===== src/rtl/sample_mac_pipe.sv =====
// Pipelined unsigned x signed multiply-accumulate with per-beat or per-group results.
// Build option SAMPLE_MAC_SAT_EN: saturating accumulate/narrowing and a live sat_flag.
module sample_mac_pipe #(
  parameter int A_WIDTH    = 8,
  parameter int B_WIDTH    = 14,
  parameter int ACC_WIDTH  = 32,
  parameter int DOUT_WIDTH = 14,
  parameter int NUM_STAGE  = 2,
  parameter int SHIFT      = 0
) (
  input  logic                  clk,
  input  logic                  reset,
  input  logic                  ce,
  input  logic                  in_valid,
  input  logic [A_WIDTH-1:0]    din0,
  input  logic [B_WIDTH-1:0]    din1,
  input  logic                  acc_en,
  input  logic                  last,
  output logic                  out_valid,
  output logic [DOUT_WIDTH-1:0] dout,
  output logic                  sat_flag
);

  // ---------------- multiplier pipeline ----------------
  logic [NUM_STAGE:1]           vld_q, vld_d;
  logic [NUM_STAGE:1]           en_q, en_d;
  logic [NUM_STAGE:1]           last_q, last_d;
  logic [A_WIDTH-1:0]           a_q, a_d;
  logic [B_WIDTH-1:0]           b_q, b_d;
  logic signed [ACC_WIDTH-1:0]  p_q [2:NUM_STAGE];
  logic signed [ACC_WIDTH-1:0]  p_d [2:NUM_STAGE];

  logic signed [ACC_WIDTH-1:0]  a_ext, b_ext, prod;

  // Exact product fits in A_WIDTH+B_WIDTH signed bits, so an ACC_WIDTH multiply is lossless.
  always_comb begin
    a_ext = {{(ACC_WIDTH-A_WIDTH){1'b0}}, a_q};
    b_ext = {{(ACC_WIDTH-B_WIDTH){b_q[B_WIDTH-1]}}, b_q};
    prod  = a_ext * b_ext;
  end

  always_comb begin
    vld_d    = vld_q;
    en_d     = en_q;
    last_d   = last_q;
    p_d      = p_q;
    vld_d[1]  = in_valid;
    en_d[1]   = acc_en;
    last_d[1] = last;
    a_d      = din0;
    b_d      = din1;
    for (int s = 2; s <= NUM_STAGE; s++) begin
      vld_d[s]  = vld_q[s-1];
      en_d[s]   = en_q[s-1];
      last_d[s] = last_q[s-1];
    end
    p_d[2] = prod;
    for (int s = 3; s <= NUM_STAGE; s++) p_d[s] = p_q[s-1];
  end

  always_ff @(posedge clk or posedge reset) begin
    if (reset) begin
      vld_q  <= '0;
      en_q   <= '0;
      last_q <= '0;
      a_q    <= '0;
      b_q    <= '0;
      for (int s = 2; s <= NUM_STAGE; s++) p_q[s] <= '0;
    end else if (ce) begin
      vld_q  <= vld_d;
      en_q   <= en_d;
      last_q <= last_d;
      a_q    <= a_d;
      b_q    <= b_d;
      p_q    <= p_d;
    end
  end

  // ---------------- accumulate stage ----------------
  logic signed [ACC_WIDTH-1:0]  acc_q, acc_d;
  logic signed [ACC_WIDTH-1:0]  res_q, res_d;
  logic                         acc_sat_q, acc_sat_d;
  logic                         res_sat_q, res_sat_d;
  logic                         res_vld_q, res_vld_d;
  logic signed [ACC_WIDTH-1:0]  p_tail, sum;
  logic                         add_ovf;

  assign p_tail = p_q[NUM_STAGE];

`ifdef SAMPLE_MAC_SAT_EN
  localparam logic signed [ACC_WIDTH-1:0] ACC_MAX = {1'b0, {(ACC_WIDTH-1){1'b1}}};
  localparam logic signed [ACC_WIDTH-1:0] ACC_MIN = {1'b1, {(ACC_WIDTH-1){1'b0}}};
  logic [ACC_WIDTH:0] sum_w;

  always_comb begin
    sum_w   = {acc_q[ACC_WIDTH-1], acc_q} + {p_tail[ACC_WIDTH-1], p_tail};
    add_ovf = sum_w[ACC_WIDTH] ^ sum_w[ACC_WIDTH-1];
    if (add_ovf) sum = sum_w[ACC_WIDTH] ? ACC_MIN : ACC_MAX;
    else         sum = sum_w[ACC_WIDTH-1:0];
  end
`else
  always_comb begin
    sum     = acc_q + p_tail;
    add_ovf = 1'b0;
  end
`endif

  // A multiply-mode beat inside an open group leaves acc and its sticky clamp bit alone.
  always_comb begin
    acc_d     = acc_q;
    acc_sat_d = acc_sat_q;
    res_d     = res_q;
    res_sat_d = res_sat_q;
    res_vld_d = 1'b0;
    if (vld_q[NUM_STAGE]) begin
      if (!en_q[NUM_STAGE]) begin
        res_d     = p_tail;
        res_sat_d = 1'b0;
        res_vld_d = 1'b1;
      end else if (!last_q[NUM_STAGE]) begin
        acc_d     = sum;
        acc_sat_d = acc_sat_q | add_ovf;
      end else begin
        res_d     = sum;
        res_sat_d = acc_sat_q | add_ovf;
        res_vld_d = 1'b1;
        acc_d     = '0;
        acc_sat_d = 1'b0;
      end
    end
  end

  always_ff @(posedge clk or posedge reset) begin
    if (reset) begin
      acc_q     <= '0;
      acc_sat_q <= 1'b0;
      res_q     <= '0;
      res_sat_q <= 1'b0;
      res_vld_q <= 1'b0;
    end else if (ce) begin
      acc_q     <= acc_d;
      acc_sat_q <= acc_sat_d;
      res_q     <= res_d;
      res_sat_q <= res_sat_d;
      res_vld_q <= res_vld_d;
    end
  end

  // ---------------- narrowing / output stage ----------------
  logic signed [ACC_WIDTH-1:0]  r;
  logic [DOUT_WIDTH-1:0]        dout_n;
  logic                         narrow_ovf;
  logic                         out_valid_q, out_valid_d;
  logic [DOUT_WIDTH-1:0]        dout_q, dout_d;
  logic                         sat_q, sat_d;

  assign r = res_q >>> SHIFT;

`ifdef SAMPLE_MAC_SAT_EN
  logic [ACC_WIDTH-DOUT_WIDTH:0] r_hi;

  always_comb begin
    r_hi       = r[ACC_WIDTH-1:DOUT_WIDTH-1];
    narrow_ovf = !((&r_hi) || !(|r_hi));
    if (!narrow_ovf)            dout_n = r[DOUT_WIDTH-1:0];
    else if (r[ACC_WIDTH-1])    dout_n = {1'b1, {(DOUT_WIDTH-1){1'b0}}};
    else                        dout_n = {1'b0, {(DOUT_WIDTH-1){1'b1}}};
  end
`else
  logic unused_r_hi;

  always_comb begin
    dout_n      = r[DOUT_WIDTH-1:0];
    narrow_ovf  = 1'b0;
    unused_r_hi = ^r[ACC_WIDTH-1:DOUT_WIDTH-1];
  end
`endif

  always_comb begin
    out_valid_d = res_vld_q;
    dout_d      = dout_q;
    sat_d       = sat_q;
    if (res_vld_q) begin
      dout_d = dout_n;
      sat_d  = res_sat_q | narrow_ovf;
    end
  end

  always_ff @(posedge clk or posedge reset) begin
    if (reset) begin
      out_valid_q <= 1'b0;
      dout_q      <= '0;
      sat_q       <= 1'b0;
    end else if (ce) begin
      out_valid_q <= out_valid_d;
      dout_q      <= dout_d;
      sat_q       <= sat_d;
    end
  end

  assign out_valid = out_valid_q;
  assign dout      = dout_q;
  assign sat_flag  = sat_q;

endmodule

===== config.mk =====
export PLATFORM = sky130hd
export DESIGN_NAME = sample_mac_pipe
export DESIGN_NICKNAME = d
export VERILOG_FILES = /design/src/rtl/sample_mac_pipe.sv
export SDC_FILE = /design/constraint.sdc
export NUM_CORES = 1
export LEC_CHECK = 0
export CAP_MARGIN = 10
export CORE_AREA = 2 2 93 162
export DETAILED_ROUTE_END_ITERATION = 7
export DIE_AREA = 0 0 95 164
export DONT_BUFFER_PORTS = 1
export PLACE_DENSITY_LB_ADDON = 0.12
export SYNTH_ARGS = -nofsm -noshare
export SYNTH_HDL_FRONTEND = slang
export SYNTH_SLANG_ARGS = --single-unit

===== constraint.sdc =====
create_clock -name clk -period 5.9 [get_ports clk]
set_clock_uncertainty 0.2 [all_clocks]
set_input_delay 1.18 -clock clk [delete_from_list [all_inputs] [get_ports clk]]
set_output_delay 1.18 -clock clk [all_outputs]
set_load 0.02 [all_outputs]

==> key figures, run 1 <==
Power
  – PwrDens: 541 nW/µm²
  – Leak pwr: between 3 and 4 nW
  – Max IR drop VDD: 0.218 mV
  – Overall power: 3.63 mW

Critical path
  – Crit-path max FO: 14
  – Critical R2R Launch: a_q[1]$_DFFE_PP0P_
  – Required @ worst endpoint: 5.94 ns
  – Worst EP arrival: approximately 4.8 ns
  – Crit-path cells: nand2_1, fa_1, inv_1, fa_1, inv_1, fa_1, fa_1, inv_1, ha_1, o21ai_1, a21boi_0, o21ai_1, a211oi_1, or3_1, a31o_2
  – Crit. End Element: flip-flop
  – Slowest stage delay, CP: roughly 0.65 ns
  – Worst setup SP type: flip-flop
  – Slowest-stage cell, CP: dfrtp_1
  – R2R depth: 15
  – Reg2reg end: p_q[12]$_DFFE_PP0P_
  – R2r setup slk: 1.16 ns
  – Kind of critical path: flip-flop to flip-flop
  – CP most frequent cell: fa_1

Synth
  – Post-synth top area cell: dfrtp_1
  – Synth area leaders: dfrtp_1, fa_1, mux2_2, ha_1, inv_1
  – Cell Area, Synth: ~6300 µm²
  – Most frequent cell after synthesis: dfrtp_1
  – Cells after synthesis: 601
  – Synth unique cells: 50
  – Seq cells post-synth: 86
  – Syn_area_per_cell: 10.4 µm²
  – Synth Net Count: 718
  – Synth top cells by count: dfrtp_1, inv_1, nand2_1, fa_1, mux2_2
  – Ys Warns: 0
  – Ys flop type: dfrtp_1
  – Register area share after synthesis: 0.343
  – EDFF count, synth: 0
  – Async S/R FF share, synth: 1.00
  – Yosys top cell area share: 0.343

Worst hold path
  – Worst min-delay path class: flip-flop to flip-flop
  – Hold path depth: 2
  – Hold Path End: r[5]$_DFFE_PP0P_
  – Min-delay src: r[5]$_DFFE_PP0P_

Cells and area
  – N_diodes: 0
  – Final nets: 711
  – Non-filler cells, final: slightly below 800
  – Layout cells sized above 1: 0.144
  – Area growth, synth to finish: 7.15%

Routing
  – DRT Pass-1 Iters: 5
  – ANT nets after route: 0
  – Iter 0 DRT Violations: between 90 and 100
  – Post-detailed-route wirelength per cell: 16.6 µm
  – Via density: 5.23
  – Post-Route WL: 12.9 mm
  – Via count: 4077
  – Drt drc: 0

Floorplan
  – Core Region: 14300 µm²
  – Number of I/O pins: 44
  – Initial core utilization: 0.438
  – Die Y: 164 µm
  – Floorplan row count: 58
  – Die X: ~95 µm
  – Area of the die: 15600 µm²

Clocking
  – CTS resizes: 0
  – Clock Sinks: between 80 and 90
  – CTS tree: yes
  – Post CTS Setup Buffer Count: 0
  – Root buffer cell: clkbuf_16
  – Hold_buf cts: 0
  – Worst-path clk slew: around 0.07 ns
  – Total CTS buffers: 9
  – H-tree level count: 3
  – Clock latency on the worst-skew pair: 0.34 ns
  – Clk buf depth: 2

Placement
  – DP Cell Count: 763
  – RePlAce Congestion: between 0.8 and 0.9
  – Post-DP HPWL: between 10 and 15 mm
  – IO buf count: 0

STA
  – Final setup violation count: 0
  – Min Tclk post-route: 4.74 ns
  – Worst-Margin Slew: between 0.7 and 0.8 ns
  – Worst slew margin: 0.528
  – Fmax: between 200 and 250 MHz
  – Final Cycle Share: 0.804
  – Final slew viol count: 0
  – RSZ-0062 raised after global routing: no
  – Fin. Hold Viols: 0
  – Setup TNS: 0 ns

Global route
  – Vias in the first global route: 4433
  – First-pass GRT wire length: 21.5 mm
  – Initial antenna violation count: 1
  – Remaining Overflow, GRT: 0
  – Tot GR Track Use: 0.181
  – Pin count of the biggest net entering global routing: 57

Flow run
  – Max Cap Viol: 0

Outcome
  – Outcome: completed
==> how the worst max path moves through the flow <==
| stage | startpoint | slack, ns | depth (start not counted) | end |
|---|---|---|---|---|
| floorplan | a_q[2]$_DFFE_PP0P_ | 1.38 | 17 | p_q[13]$_DFFE_PP0P_ |
| global placement | a_q[2]$_DFFE_PP0P_ | 1.17 | 16 | p_q[13]$_DFFE_PP0P_ |
| detailed placement | a_q[1]$_DFFE_PP0P_ | 1.11 | 16 | p_q[13]$_DFFE_PP0P_ |
| CTS | a_q[1]$_DFFE_PP0P_ | 1.10 | 16 | p_q[13]$_DFFE_PP0P_ |
| global route | a_q[1]$_DFFE_PP0P_ | 0.88 | 16 | p_q[13]$_DFFE_PP0P_ |
| finish | a_q[1]$_DFFE_PP0P_ | 1.16 | 15 | p_q[12]$_DFFE_PP0P_ |
==> through the flow <==
step	util	cell area, µm²	hold slack (ns)	worst slack [ns]
after floorplan	-	6270	0.246	1.38
after global placement	0.448	6410	0.261	1.17
after detailed placement	0.448	6410	0.269	1.11
after CTS	0.470	6720	0.283	1.10
after global routing	0.470	6720	0.318	0.883
final	0.470	6720	0.275	1.16
==> kinds of logic (layout without fill, tap and decap cells) <==
group,Yosys count,after routing,share of synthesized area
DFF,86,86,0.343
other,1,1,0.000598
xor gates and xnor gates,32,32,0.0459
adders and majority gates,89,89,0.236
and+or+nand+nor,142,142,0.110
buffers and inverters,106,104,0.0693
muxes,59,59,0.105
AOI/OAI and AO/OA,86,86,0.0896
==> registers in the layout, indices dropped and copies added, names as in the netlist <==
| signal | cells |
|---|---|
| dout | 14 |
| p_q | 14 |
| r | 14 |
| b_q | 14 |
| en_q | 2 |
| a_q | 8 |
| out_valid | 1 |
| acc_q | 14 |
| out_valid_d | 1 |
| last_q | 2 |
| vld_q | 2 |
==> worst max-delay path, delay by kind of cell, from the launching register on <==
| family | cells | cell delay (ns) |
|---|---|---|
| adders and majority gates | 5 | 2.37 |
| DFF | 1 | 0.65 |
| buffers and inverters | 3 | 0.15 |
| and+or+nand+nor | 2 | 0.46 |
| AOI/OAI and AO/OA | 5 | 0.84 |
==> power by group <==
part | total (mW) | switching [mW] | internal [mW]
Combinational | 2.04 | 1.04 | 1.00
Sequential | 1.01 | 0.216 | 0.795
Clock | 0.580 | 0.246 | 0.334
==> layout by cell type (no fill, tap or decap), types with 3 or more instances in the layout <==
cell,n
dfrtp_1,86
inv_1,82
nand2_1,69
mux2_2,49
fa_1,49
ha_1,40
and2_1,33
xnor2_1,27
o21ai_0,24
nor2_1,16
a21oi_1,16
mux2i_1,9
clkbuf_16,9
a22o_1,7
o21ai_1,6
a21o_1,5
o21a_1,5
o31ai_1,5
buf_4,5
xor2_1,4
nor2b_1,4
nand2b_1,4
nor3b_1,4
a211oi_1,3
and2_2,3
==> cell type report <==
| class | count | area (µm²) |
|---|---|---|
| Timing Repair Buffer | 5 | 37.5 |
| Sequential cell | 86 | 2150 |
| Fill cell | 1321 | 7580 |
| Clock buffer | 9 | 225 |
| Tap cell | 180 | 225 |
| Clock inverter | 7 | 80.1 |
| Multi-Input combinational cell | 409 | 3680 |
| Inverter | 83 | 314 |
==> metal layers <==
metal  vias to the layer above  part of all wire  global-route usage
met5                         -                 0                   0
met4                         0             0.035              0.0771
met1                      2044              0.38               0.192
met2                        68              0.57               0.347
met3                        33             0.022              0.0266
li1                       1932                 -                   -
Note: power is estimated with default switching activity, not from simulation.
==> run 2: changes to the inputs <==
==> constraint.sdc (replaced) <==
create_clock -name clk -period 4.8 [get_ports clk]
set_clock_uncertainty 0.2 [all_clocks]
set_input_delay 0.96 -clock clk [delete_from_list [all_inputs] [get_ports clk]]
set_output_delay 0.96 -clock clk [all_outputs]
set_load 0.02 [all_outputs]
==> run 2 against run 1 <==
  * Clock-buffer cell count grew 1
  * Cell count rose by 0.77%
  * Total power rose by 24%
  * Critical path type unchanged
  * Largest power group unchanged
==> key figures, run 2 (same netlist as run 1, synthesis figures left out) <==
Cells and area
  – N_diodes: 0 (unchanged)
  – Most common cell after layout, fill and taps aside: inv_1
  – Most frequent cells in the layout: inv_1, dfrtp_1, nand2_1
  – Non-filler cells, final: 785 (+0.77%)
  – Layout cells sized above 1: 0.165 (+0.0217)
  – Final nets: 717 (+0.84%)
  – Area growth, synth to finish: 7.99%

STA
  – Worst-Margin Slew: 0.772 ns (+0.0637 ns)
  – Fmax: 218 MHz (+3.4%)
  – Fin. Hold Viols: 0 (unchanged)
  – Final Cycle Share: 0.955 (+0.151)
  – Min Tclk post-route: 4.59 ns (-0.157 ns)
  – Final setup violation count: 0 (unchanged)
  – Final slew viol count: 0 (unchanged)
  – Setup TNS: 0 ns (unchanged)
  – Worst slew margin: 0.485 (-0.0425)
  – RSZ-0062 raised after global routing: no

Critical path
  – Kind of critical path: flip-flop to flip-flop
  – Required @ worst endpoint: 4.83 ns (-1.11 ns)
  – Crit. End Element: flip-flop
  – Crit-path max FO: 11 (-3)
  – Worst setup SP type: flip-flop
  – Worst EP arrival: 4.62 ns (-0.16 ns)

Clocking
  – Total CTS buffers: 9 (unchanged)
  – Root buffer cell: clkbuf_16
  – Clk buf depth: 2 (unchanged)
  – Clock Sinks: 86 (unchanged)
  – CTS tree: yes
  – Clock latency on the worst-skew pair: 0.34 ns (about the same)
  – Hold_buf cts: 0 (unchanged)
  – Worst-path clk slew: 0.07 ns (about the same)
  – H-tree level count: 3 (unchanged)

Routing
  – Post-Route WL: 13.0 mm (+1.1%)
  – Iter 0 DRT Violations: 69 (-24%)
  – Drt drc: 0 (unchanged)
  – Via density: 5.21 (-0.40%)
  – ANT nets after route: 0 (unchanged)
  – DRT Pass-1 Iters: 4 (-1)
  – Post-detailed-route wirelength per cell: 16.6 µm (+0.28%)
  – Via count: 4092 (+0.37%)

Global route
  – First-pass GRT wire length: 21.8 mm (+1.3%)
  – Remaining Overflow, GRT: 0 (unchanged)
  – Pin count of the biggest net entering global routing: 61 (+7.0%)
  – Tot GR Track Use: 0.185 (+0.00319)
  – Vias in the first global route: 4494 (+1.4%)
  – Initial antenna violation count: 1 (unchanged)

Floorplan
  – Die X: 95 µm (unchanged)
  – Core Region: 14300 µm² (unchanged)
  – Number of I/O pins: 44 (unchanged)
  – Floorplan row count: 58 (unchanged)
  – Initial core utilization: 0.438 (unchanged)
  – Area of the die: 15600 µm² (unchanged)
  – Die Y: 164 µm (unchanged)

Power
  – Leak pwr: 3.22 nW (+0.62%)
  – PwrDens: 667 nW/µm² (+23%)
  – Max IR drop VDD: 0.302 mV (+39%)

Flow run
  – Max Cap Viol: 0 (unchanged)

Outcome
  – Outcome: completed

Worst hold path
  – Worst min-delay path class: flip-flop to flip-flop

Placement
  – Post-DP HPWL: 10.1 mm (+0.29%)
  – DP Cell Count: 768 (+0.66%)
  – IO buf count: 0 (unchanged)
  – RePlAce Congestion: 0.872 (+0.82%)
run 2: worst max-delay path, cell delays in order (launching register included):
cell,delay [ns]
dfrtp_1,0.51
and2_1,0.22
fa_1,0.44
fa_1,0.55
inv_1,0.05
fa_1,0.46
fa_1,0.56
inv_1,0.05
ha_1,0.32
o21ai_1,0.13
a21boi_0,0.15
o21ai_1,0.19
a211oi_1,0.11
or3_1,0.31
a31o_2,0.24
run 2: path summary, 6_finish.rpt:
check	slack, ns	start	endpoint	cells past startpoint
setup / recovery	0.21	a_q[4]$_DFFE_PP0P_	p_q[12]$_DFFE_PP0P_	14
hold / removal	0.28	r[1]$_DFFE_PP0P_	r[1]$_DFFE_PP0P_	2
setup reg to reg	0.21	a_q[4]$_DFFE_PP0P_	p_q[12]$_DFFE_PP0P_	14
hold reg to reg	0.28	r[1]$_DFFE_PP0P_	r[1]$_DFFE_PP0P_	2
max in group asynchronous	3.09	reset	b_q[5]$_DFFE_PP0P_	2
min in group asynchronous	0.42	reset	p_q[0]$_DFFE_PP0P_	1
run 2: report_power, final:
group | total [mW] | internal (mW) | switching (mW)
logic | 2.56 | 1.25 | 1.30
registers | 1.24 | 0.979 | 0.263
clock network | 0.717 | 0.408 | 0.310
run 2: area by class of cell:
cell class | count | area [µm²]
inverter | 83 | 314
sequential | 86 | 2160
fill | 1307 | 7530
clock buffer | 10 | 229
tap | 180 | 225
timing repair buffer | 11 | 82.6
multi-input combinational | 409 | 3680
clock inverter | 6 | 70.1
run 2: timing repair:
item                       in CTS  in global routing
setup buffers                   0                  1
gates resized for setup         0                  9
setup endpoints to repair       0                  2
run 2: stage by stage:
stage | total power [mW] | cell area (µm²) | worst slack (ns) | hold slack [ns] | util
floorplan | 3.31 | 6270 | 0.283 | 0.246 | -
global placement | 3.73 | 6450 | 0.138 | 0.264 | 0.451
detailed placement | 3.81 | 6450 | 0.0913 | 0.272 | 0.451
CTS | 4.56 | 6750 | 0.0764 | 0.287 | 0.472
global route | 4.98 | 6770 | 0.0169 | 0.313 | 0.473
finish | 4.52 | 6770 | 0.214 | 0.278 | 0.473
run 2: routing by layer:
layer	vias up	track usage	share of wire
met3	31	0.0243	0.019
met5	-	0	0
met4	0	0.0771	0.033
met1	2052	0.187	0.38
met2	61	0.364	0.57
li1	1948	-	-
